File: config.mk
export PLATFORM = sky130hd
export DESIGN_NAME = alu_ctrl_unit
export DESIGN_NICKNAME = d
export VERILOG_FILES = /design/src/rtl/alu_cu_pkg.sv /design/src/rtl/alu_cu_regfile.sv /design/src/rtl/alu_ctrl_unit.sv
export SDC_FILE = /design/constraint.sdc
export NUM_CORES = 1
export LEC_CHECK = 0
export ABC_AREA = 1
export ABC_CLOCK_PERIOD_IN_PS = 15000
export CORE_MARGIN = 5
export CORE_UTILIZATION = 58
export DETAILED_ROUTE_END_ITERATION = 10
export PLACE_DENSITY = 0.79
export SETUP_SLACK_MARGIN = 0.3
export SLEW_MARGIN = 5
export SYNTH_ARGS = -nofsm -noshare
export SYNTH_HDL_FRONTEND = slang
export SYNTH_SLANG_ARGS = --single-unit
export TNS_END_PERCENT = 20
File: constraint.sdc
create_clock -name clk -period 15 [get_ports clk]
set_input_delay 3 -clock clk [delete_from_list [all_inputs] [get_ports clk]]
set_output_delay 3 -clock clk [all_outputs]
set_load 0.05 [all_outputs]
File: src/rtl/alu_cu_pkg.sv
// Shared opcode constants, instruction field positions and FSM state type
// for the ALU control unit.
package alu_cu_pkg;

   localparam logic [5:0] OP_NOP    = 6'b000000;
   localparam logic [5:0] OP_LI     = 6'b000001;
   localparam logic [5:0] OP_ADD    = 6'b010000;
   localparam logic [5:0] OP_SUB    = 6'b010001;
   localparam logic [5:0] OP_EQ     = 6'b100000;

   // Top two opcode bits select the class; 00 is reserved for internal ops
   localparam logic [5:0] CLS_MASK  = 6'b110000;
   localparam logic [5:0] CLS_ARITH = 6'b010000;

   localparam int OPC_LSB = 26;
   localparam int RD_LSB  = 23;
   localparam int RS1_LSB = 20;
   localparam int RS2_LSB = 17;
   localparam int UC_BIT  = 16;
   localparam int IMM_LSB = 0;

   typedef enum logic [1:0] {
      S_IDLE,
      S_EXEC,
      S_RESP
   } state_t;

   function automatic logic is_alu_op(input logic [5:0] op);
      return (op & CLS_MASK) != 6'b000000;
   endfunction

   function automatic logic is_arith_op(input logic [5:0] op);
      return (op & CLS_MASK) == CLS_ARITH;
   endfunction

endpackage

File: src/rtl/alu_cu_regfile.sv
// Register file: two combinational read ports, one synchronous write port,
// entry 0 hardwired to zero.
module alu_cu_regfile #(
   parameter int DATA_W = 32,
   parameter int NREGS  = 8
) (
   input  logic              clk,
   input  logic              rst,
   input  logic [2:0]        raddr1,
   input  logic [2:0]        raddr2,
   output logic [DATA_W-1:0] rdata1,
   output logic [DATA_W-1:0] rdata2,
   input  logic              we,
   input  logic [2:0]        waddr,
   input  logic [DATA_W-1:0] wdata
);

   logic [NREGS-1:1][DATA_W-1:0] regs;

   function automatic logic [DATA_W-1:0] rd_port(input logic [2:0] addr);
      if (addr == 3'd0 || 32'(addr) >= NREGS)
         return '0;
      return regs[addr];
   endfunction

   assign rdata1 = rd_port(raddr1);
   assign rdata2 = rd_port(raddr2);

   always_ff @(posedge clk or posedge rst) begin
      if (rst) begin
         regs <= '0;
      end else if (we && waddr != 3'd0 && 32'(waddr) < NREGS) begin
         regs[waddr] <= wdata;
      end
   end

endmodule

File: src/rtl/alu_ctrl_unit.sv
// Sequences one host instruction at a time through an external combinational ALU.
// Optional carry chain into alu_cin / flag c: define ALU_CU_CARRY_CHAIN_EN.
module alu_ctrl_unit
   import alu_cu_pkg::*;
#(
   parameter int DATA_W = 32,
   parameter int NREGS  = 8
) (
   input  logic              clk,
   input  logic              rst,
   input  logic              in_valid,
   output logic              in_ready,
   input  logic [31:0]       in_instr,
   output logic              out_valid,
   input  logic              out_ready,
   output logic [DATA_W-1:0] out_result,
   output logic [2:0]        out_flags,
   output logic              out_err,
   output logic [5:0]        alu_opcode,
   output logic [DATA_W-1:0] alu_a,
   output logic [DATA_W-1:0] alu_b,
   output logic              alu_cin,
   input  logic [DATA_W-1:0] alu_ans,
   input  logic              alu_ans_opt,
   input  logic              alu_z,
   input  logic              alu_n
);

   state_t            state, state_nxt;
   logic [5:0]        op_in, op_q;
   logic [2:0]        rs1_in, rs2_in, rd_q;
   logic [15:0]       imm_q;
   logic [DATA_W-1:0] rs1_data, rs2_data, res_val;
   logic              accept, in_exec;
   logic              wr_en, err_val, z_val, n_val;
   logic              z_q, n_q, c_bit;

   assign op_in   = in_instr[OPC_LSB +: 6];
   assign rs1_in  = in_instr[RS1_LSB +: 3];
   assign rs2_in  = in_instr[RS2_LSB +: 3];
   assign accept  = in_valid & in_ready;
   assign in_exec = (state == S_EXEC);

   alu_cu_regfile #(
      .DATA_W(DATA_W),
      .NREGS (NREGS)
   ) u_regfile (
      .clk   (clk),
      .rst   (rst),
      .raddr1(rs1_in),
      .raddr2(rs2_in),
      .rdata1(rs1_data),
      .rdata2(rs2_data),
      .we    (in_exec & wr_en),
      .waddr (rd_q),
      .wdata (res_val)
   );

   always_ff @(posedge clk or posedge rst) begin
      if (rst) state <= S_IDLE;
      else     state <= state_nxt;
   end

   always_comb begin
      state_nxt = state;
      case (state)
         S_IDLE:  if (in_valid)  state_nxt = S_EXEC;
         S_EXEC:                 state_nxt = S_RESP;
         S_RESP:  if (out_ready) state_nxt = S_IDLE;
         default:                state_nxt = S_IDLE;
      endcase
   end

   always_comb begin
      in_ready  = (state == S_IDLE) & ~rst;
      out_valid = (state == S_RESP);
   end

   // Operands are sampled at accept, so rs==rd always sees the pre-write value
   always_ff @(posedge clk or posedge rst) begin
      if (rst) begin
         op_q       <= '0;
         rd_q       <= '0;
         imm_q      <= '0;
         alu_opcode <= '0;
         alu_a      <= '0;
         alu_b      <= '0;
      end else if (accept) begin
         op_q  <= op_in;
         rd_q  <= in_instr[RD_LSB +: 3];
         imm_q <= in_instr[IMM_LSB +: 16];
         if (is_alu_op(op_in)) begin
            alu_opcode <= op_in;
            alu_a      <= rs1_data;
            alu_b      <= rs2_data;
         end
      end
   end

   always_comb begin
      res_val = '0;
      wr_en   = 1'b0;
      err_val = 1'b0;
      z_val   = z_q;
      n_val   = n_q;
      if (is_alu_op(op_q)) begin
         res_val = alu_ans;
         wr_en   = 1'b1;
         z_val   = alu_z;
         n_val   = alu_n;
      end else if (op_q == OP_LI) begin
         res_val = DATA_W'(imm_q);
         wr_en   = 1'b1;
         z_val   = (imm_q == 16'd0);
         n_val   = res_val[DATA_W-1];
      end else if (op_q != OP_NOP) begin
         err_val = 1'b1;
      end
   end

   always_ff @(posedge clk or posedge rst) begin
      if (rst) begin
         out_result <= '0;
         out_err    <= 1'b0;
         z_q        <= 1'b0;
         n_q        <= 1'b0;
      end else if (in_exec) begin
         out_result <= res_val;
         out_err    <= err_val;
         z_q        <= z_val;
         n_q        <= n_val;
      end
   end

`ifdef ALU_CU_CARRY_CHAIN_EN
   logic c_q;

   always_ff @(posedge clk or posedge rst) begin
      if (rst) begin
         c_q     <= 1'b0;
         alu_cin <= 1'b0;
      end else begin
         if (accept && is_alu_op(op_in))
            alu_cin <= in_instr[UC_BIT] & c_q;
         if (in_exec && is_arith_op(op_q))
            c_q <= alu_ans_opt;
      end
   end

   assign c_bit = c_q;
`else
   logic unused_carry;

   assign alu_cin      = 1'b0;
   assign c_bit        = 1'b0;
   assign unused_carry = ^{alu_ans_opt, in_instr[UC_BIT]};
`endif

   assign out_flags = {c_bit, z_q, n_q};

endmodule

==> flow_summary.ini, run 1 <==
[run_status]
outcome = completed

[setup_path]
cp_max_fo = 2
cp-end-kind = output pin
crit_path_max_incr_delay_ps = 810
cp_cell_sequence = clkdlybuf4s50_1 > nor2_1 > clkdlybuf4s50_1
cp-start-kind = input port
cp.arrival_ps = 4450
slowest_stage = clkdlybuf4s50_1
path_common_cell = clkdlybuf4s50_1
crit_type = input port to output pin
required_ps = 12000

[clock_tree]
clk_path_buf_depth = 3
cts_htree_levels = 2
hold_buffers = 0
clockRootBuffer = clkbuf_16
cts_setup_buffers = 0
clk_pin_slew_ps = 60
clk_latency_ps = 530
cts_resized = 0
clock-sinks = 356
cts_buffers = 38
cts_tree = yes

[synthesis]
yosys.area.top_type = dfrtp_1
synthFlopType = dfrtp_1
synth_edf_count = 0
ys_seq_elements = 356
syn-cell-area_um2 = 17940
ys_seq_area_share_pct = 49.67
synth_warnings = 0
synthCells = 2473
synth_top_area_share_pct = 49.67
yosysUniqueCellTypes = 28
syn_area_per_cell_um2 = 7.253
synthArstFlopShare_pct = 100.0
netlist_top_cells_area = dfrtp_1 50%, nand2_1 24%, nand3_1 7.4%

[global_routing]
grt_overflow = 0
grt_pass1_vias = 16640
antenna_found_initial = 2
grt_max_degree = 120
grt_first_pass_wirelength_mm = 87.41
grt_usage_pct = 31.94

[sta]
setup_violations = 0
hold_viol_final = 0
worst_slack_ps = 7547
timing.final.crit_share_pct = 49.69
tightest_slew_ps = 1223
holdWs_ps = 478.0
fmax_mhz = 134.2
drv_slew = 0
rsz0062_at_grt = false
fin_skew_ps = 18.07
max_slew_margin_pct = 18.26
setup_tns_ps = 0
period_minus_slack_ps = 7453

[drt]
routedWlPerCell_um = 18.56
totalWireLength_mm = 55.39
remaining_drc_errors = 0
vias = 17200
final_antenna_net_count = 0
firstDrtPassIters = 6
drtIter0Drc = 1990
via_per_inst = 5.765

[die]
chipWidth_um = 185.9
fp.dieH_um = 185.9
die-area_um2 = 34540
rows = 64
coreArea_um2 = 30590
start_util_pct = 58.64
ioPinCount = 180

[place]
dp_hpwl_mm = 31.40
dp_slack_ps = 7549
portBuffers = 175
gp_congestion = 0.8277

[finish]
fin_nets = 2632
diodes = 0
drive_above_1_share_pct = 5.100
area_growth_pct = 16.60

[power]
finalPower_mw = 4.594
peakVddDrop_uv = 130.5
leakage_nw = 10.77
p_per_area_nw_per_um2 = 219.7

[min_path]
worstHoldPathType = flop to flop

[run]
max_cap_violations = 0
==> layout make-up <==
type	count	area, um^2
Clock buffer	57	1122
Clock inverter	10	122.6
Timing Repair Buffer	200	1927
Sequential cell	356	8909
Multi-Input combinational cell	1805	7730
Fill cell	2501	9674
Tap cell	396	495.5
Inverter	160	609.3
==> stage by stage <==
step | area (um^2) | cells | utilization (%)
floorplan | 17940 | 2474 | -
global placement | 19670 | 2917 | 64.30
detailed placement | 19670 | 2917 | 64.30
CTS | 20920 | 2984 | 68.37
global route | 20920 | 2984 | 68.37
finish | 20920 | 2984 | 68.37
==> path summary, 6_finish.rpt <==
kind	from	end	slack (ps)	cells after the start
min in group asynchronous	rst	state[0]	3020	2
max in group asynchronous	rst	alu_b[17]	9430	4
setup / recovery	rst	in_ready	7550	3
hold / removal	u_regfile.regs[207]	u_regfile.regs[207]	480	2
hold reg to reg	u_regfile.regs[207]	u_regfile.regs[207]	480	2
setup reg to reg	op_q[4]	u_regfile.regs[223]	12410	4
==> where the power goes <==
part / internal, mW / switching, mW
Clock: 0.553 / 0.383
Sequential: 1.43 / 0.307
Combinational: 0.619 / 1.30
Total: 2.60 / 1.99
==> placed cells by master (no fill, tap or decap), drive strengths merged <==
cell type	count
bufinv	2
or2	20
nand3b	25
nor3	1
buf	28
o21ai	181
clkbuf	57
inv	159
o31ai	1
a21oi	17
clkinv	9
dfrtp	356
nand2	1155
nor2	123
o211ai	14
clkdlybuf4s50	172
conb	2
nand3	266
==> flip-flops by register name, indices dropped and copies added, names as in the netlist <==
name / flops
state: 2
alu_b: 32
imm_q: 16
alu_a: 32
out_result: 32
out_err: 1
op_q: 6
n_q: 1
rd_q: 3
u_regfile.regs: 224
z_q: 1
alu_opcode: 6
==> per-layer routing <==
layer,share of wire [%],vias up,global-route usage [%]
li1,-,7887,-
met1,40,8044,45.61
met2,43,1066,47.37
met5,0.036,-,0
met4,3.8,2,11.77
met3,14,203,8.403
==> synthesized netlist by cell type, types with 2 or more instances <==
library cell,n
nand2_1,1153
dfrtp_1,356
nand3_1,265
o21ai_0,162
inv_1,155
nor2_1,120
clkbuf_1,65
buf_2,57
nand3b_1,24
or2_2,20
a21oi_1,16
buf_1,16
o211ai_1,14
o21ai_4,10
o21ai_1,9
buf_6,8
buf_4,7
inv_2,3
clkinv_1,2
nand2_2,2
nor2_2,2
==> kinds of logic after synthesis <==
group / count (synthesis) / share of synthesized area, %
other: 1 / 0.02091
AO/OA/AOI/OAI: 213 / 6.801
buffers and inverters: 313 / 7.429
AND/OR/NAND/NOR: 1590 / 36.08
flip-flops: 356 / 49.67
==> critical path: cells and delay by family <==
family | cells | cell delay [ps]
and+or+nand+nor | 1 | 140
buffers and inverters | 2 | 1320
Note: power is estimated with default switching activity, not from simulation.
==> run 2: changes to the inputs <==
ABC_CLOCK_PERIOD_IN_PS = 6200   (was 15000)
CORE_UTILIZATION = 52   (was 58)
PLACE_DENSITY = 0.75   (was 0.79)
clock period = 6.2 ns   (was 15 ns; I/O delays follow)
==> run 2 against run 1 <==
  * Utilization fell by 7.0 points
  * Combinational power increased by 140%
  * Routed wire length up 1.9%
  * Largest power group unchanged
==> flow_summary.ini, run 2 (same netlist as run 1, synthesis figures left out) <==
[sta]
fin_skew_ps = 15.76
worst_slack_ps = 2333
rsz0062_at_grt = false
period_minus_slack_ps = 3867
max_slew_margin_pct = 24.26
drv_slew = 0
fmax_mhz = 258.6
hold_viol_final = 0
setup_violations = 0
timing.final.crit_share_pct = 62.37
tightest_slew_ps = 1133

[place]
place_inst = 2979
dp_slack_ps = 2127
gp_congestion = 0.8291
portBuffers = 175
dpl_cell_area_um2 = 19780
dp_hpwl_mm = 32.70

[clock_tree]
cts_htree_levels = 2
clk_pin_slew_ps = 60
hold_buffers = 0
cts_buffers = 38
clock-sinks = 356
clockRootBuffer = clkbuf_16
clk_latency_ps = 520
cts_tree = yes
cts_setup_buffers = 0
cts_resized = 0
clk_path_buf_depth = 3

[die]
fp.dieH_um = 195.7
start_util_pct = 52.31
ioPinCount = 180
rows = 68
die-area_um2 = 38310
chipWidth_um = 195.7
coreArea_um2 = 34290

[run]
max_cap_violations = 0

[setup_path]
cp_max_fo = 2
ff2ff_path_depth = 4
cp.arrival_ps = 2630
r2r_slack_ps = 3590
cp-start-kind = input port
cp-end-kind = output pin
required_ps = 4960
crit_type = input port to output pin

[global_routing]
top_usage_layer = met2
grt_pass1_vias = 16540
grt_usage_pct = 29.14
met1_usage_pct = 41.74
groute.layer.met2.usage_pct = 44.96
antenna_found_initial = 2
grt_overflow = 0
grt_first_pass_wirelength_mm = 89.89
use_met3_pct = 6.371
grt_max_degree = 181

[finish]
diodes = 0
largest_reg_flops = 224
fillCellCount = 3005
drive_above_1_share_pct = 5.251
fin_nets = 2635
fin_cells = 3045
final_area_um2 = 21030
final_common_cell = nand2_1
regMostFlops = u_regfile.regs
final_cell_mix = 1153 x nand2_1, 356 x dfrtp_1, 265 x nand3_1
area_growth_pct = 17.25
fin_util_pct = 61.34

[drt]
drtIter0Drc = 2174
final_antenna_net_count = 0
remaining_drc_errors = 0
totalWireLength_mm = 56.47
firstDrtPassIters = 9
via_per_inst = 5.564
routedWlPerCell_um = 18.54
vias = 16940

[power]
finalPower_mw = 11.17
p_per_area_nw_per_um2 = 530.9
leakage_nw = 10.79
peakVddDrop_uv = 387.9

[min_path]
worstHoldPathType = flop to flop
holdPathStages = 2

[run_status]
outcome = completed
[run 2: changes by cell type in the layout (fill, tap and decap cells not counted)]
cell / before / now
buf_12: 0 / 1
clkinv_1: 3 / 2
clkinvlp_4: 0 / 2
inv_2: 3 / 4
inv_8: 1 / 0
inv_6: 3 / 1
clkinv_8: 1 / 0
buf_2: 2 / 1
buf_4: 26 / 29
clkbuf_1: 9 / 8
clkbuf_8: 10 / 11
clkbuf_16: 38 / 39
[run 2: power by group]
part | switching [mW] | total, mW | internal (mW)
combinational | 3.15 | 4.65 | 1.50
sequential | 0.774 | 4.23 | 3.46
clock | 0.915 | 2.28 | 1.37
[run 2: per-layer routing]
metal	wire, um	vias to the layer above
met5	7	-
met4	1348	2
met3	6557	136
met2	24760	959
met1	23790	7958
li1	-	7886
[run 2: cell type report]
class                      count  area [um^2]  area share [%]
clock buffer                  58         1157           5.503
clock inverter                 8        96.34          0.4581
inverter                     160        605.6           2.879
multi-input combinational   1805         7730           36.75
sequential                   356         8909           42.36
tap                          455        569.3           2.707
timing repair buffer         203         1964           9.340
[run 2: path summary, 6_finish.rpt]
kind	startpoint	end
max	rst	in_ready
min	alu_a[17]	alu_a[17]
max reg2reg	op_q[4]	u_regfile.regs[146]
min reg2reg	alu_a[17]	alu_a[17]
max in group asynchronous	rst	alu_b[3]
min in group asynchronous	rst	out_result[18]
[run 2: metrics by stage]
step | hold slack, ps | setup TNS [ps]
finish | 477.6 | 0
global route | 498.4 | 0
CTS | 481.5 | 0
floorplan | 443.1 | -163940
detailed placement | 463.1 | 0
global placement | 457.0 | 0
[run 2: worst max-delay path, cell delays in order]
cell and delay [ps]:
clkdlybuf4s50_1 460, nor2_1 120, clkdlybuf4s50_1 810
==> run 3: changes to the inputs <==
ABC_CLOCK_PERIOD_IN_PS = 3300   (was 6200)
clock period = 3.3 ns   (was 6.2 ns; I/O delays follow)
==> run 3 against run 2 <==
  * Final cell count up 0.62%
  * Worst setup slack worse by 1700 ps
  * Final area up 0.91%
  * Clock skew shrank 7.4 ps
  * Sequential share of layout area shrank 0.38 points
  * Critical path depth up 1
  * Utilization rose by 0.56 points
  * Sequential cell count unchanged
  * Clock power grew 88%
  * Global-route usage down 0.12 points
  * Critical endpoint unchanged
==> flow_summary.ini, run 3 (same netlist as run 1, synthesis figures left out) <==
[power]
internal_power_mw = 11.92
netSwitchingPower_mw = 9.008
finalPower_mw = 20.93
clockPowerShare_pct = 20.4
leakage_nw = 10.90
p_per_area_nw_per_um2 = 986.2
peakVddDrop_uv = 779.6
pwr-share-seq_pct = 37.7
p_sw_share_pct = 43.04
power_frac_comb_pct = 41.8

[drt]
routedWlPerCell_um = 18.28
top_layer_used = met5
met1_length_mm = 22.96
vias = 17050
via_per_inst = 5.564
remaining_drc_errors = 0
totalWireLength_mm = 56.02
drtIter0Drc = 2026
met2_length_mm = 24.76
firstDrtPassIters = 6
final_antenna_net_count = 0
wl_met3_mm = 6.630

[die]
coreArea_um2 = 34290
die-area_um2 = 38310
start_util_pct = 52.31
ioPinCount = 180
chipWidth_um = 195.7
rows = 68
fp.dieH_um = 195.7

[finish]
fin_nets = 2653
drive_above_1_share_pct = 5.826
regMostFlops = u_regfile.regs
largest_reg_flops = 224
final_area_um2 = 21220
area_growth_pct = 18.32
final_common_cell = nand2_1
final_cell_mix = 1153 x nand2_1, 356 x dfrtp_1, 265 x nand3_1
diodes = 0

[sta]
period_minus_slack_ps = 2711
rsz0062_at_grt = false
drv_slew = 0
timing.final.crit_share_pct = 82.15
tightest_slew_ps = 1222
setup_violations = 0
fmax_mhz = 368.9
max_slew_margin_pct = 18.55
fin_skew_ps = 8.336
hold_viol_final = 0

[global_routing]
antenna_found_initial = 1
grt_max_degree = 137
grt_pass1_vias = 16650
grt_usage_pct = 29.02
grt_overflow = 0
grt_first_pass_wirelength_mm = 89.55

[clock_tree]
clk_pin_slew_ps = 60
clk_path_buf_depth = 3
clock-sinks = 356
hold_buffers = 0
cts_htree_levels = 2
cts_setup_buffers = 0
clockRootBuffer = clkbuf_16
cts_resized = 0
cts_buffers = 39
clk_latency_ps = 520
cts_tree = yes

[setup_path]
cp-end-kind = output pin
slowest_stage = clkdlybuf4s50_1
crit_type = flop to output pin
cp-startpoint = state[1]
required_ps = 2640
crit_path_max_incr_delay_ps = 810
cp_cell_sequence = nor2_2 > inv_1 > nor2_1 > clkdlybuf4s50_1
cp-start-kind = flop
cp.arrival_ps = 2050
reg2reg_from = op_q[4]
r2r_slack_ps = 940
cp_max_fo = 3

[place]
dp_hpwl_mm = 33.53
dpl_cell_area_um2 = 19960
portBuffers = 175
gp_congestion = 0.8426

[run_status]
outcome = completed

[min_path]
worstHoldPathType = flop to flop
worst_hold_startpoint = out_result[10]

[run]
max_cap_violations = 0
-- run 3: cell count changes in the layout (fill, tap and decap cells not counted), sizes merged --
cell / previous run / this run
buf: 31 / 48
bufinv: 2 / 1
clkbuf: 58 / 61
clkinv: 7 / 8
clkinvlp: 2 / 1
-- run 3: final timing paths --
kind / to / cells after the start
max: in_ready / 4
min: out_result[10] / 2
max reg2reg: u_regfile.regs[139] / 5
min reg2reg: out_result[10] / 2
max in group asynchronous: alu_a[3] / 4
min in group asynchronous: out_result[19] / 3
-- run 3: worst max-delay path: cells and delay by family (launching register included) --
kind                   cells  cell delay (ps)
buffers and inverters      2              880
flip-flops                 1              420
AND/OR/NAND/NOR            2              230
-- run 3: metrics by stage --
| stage | setup TNS, ps | std cells | worst slack, ps | hold slack (ps) | util, % |
|---|---|---|---|---|---|
| 2_1_floorplan | -1149220 | 2474 | -4146 | 443.1 | - |
| 3_3_place_gp | 0 | 2996 | 583.1 | 456.3 | 58.22 |
| 3_5_place_dp | 0 | 2996 | 593.6 | 460.0 | 58.22 |
| 4_1_cts | 0 | 3064 | 561.0 | 477.7 | 61.90 |
| 5_1_grt | 0 | 3064 | 503.4 | 493.7 | 61.90 |
| 6_report | 0 | 3064 | 589.1 | 476.4 | 61.90 |
-- run 3: per-layer routing --
metal  GRT usage (%)  up-vias
li1                -     7925
met2           44.44     1010
met3           6.182      148
met1           41.66     7964
met4           9.335        2
met5               0        -
-- run 3: area by class of cell --
class	instances	area (um^2)
sequential	356	8909
clock inverter	7	60.06
inverter	160	604.3
clock buffer	61	1201
fill	2979	13070
multi-input combinational	1805	7715
tap	455	569.3
timing repair buffer	220	2165
-- run 3: power by group through the flow --
stage | Combinational (mW) | Clock (mW) | Sequential, mW
2_1_floorplan | 4.21 | 0 | 9.61
6_report | 8.76 | 4.28 | 7.90
5_1_grt | 9.67 | 4.52 | 8.15
3_3_place_gp | 8.48 | 0 | 7.83
4_1_cts | 8.75 | 4.34 | 7.85
3_5_place_dp | 8.69 | 0 | 7.89
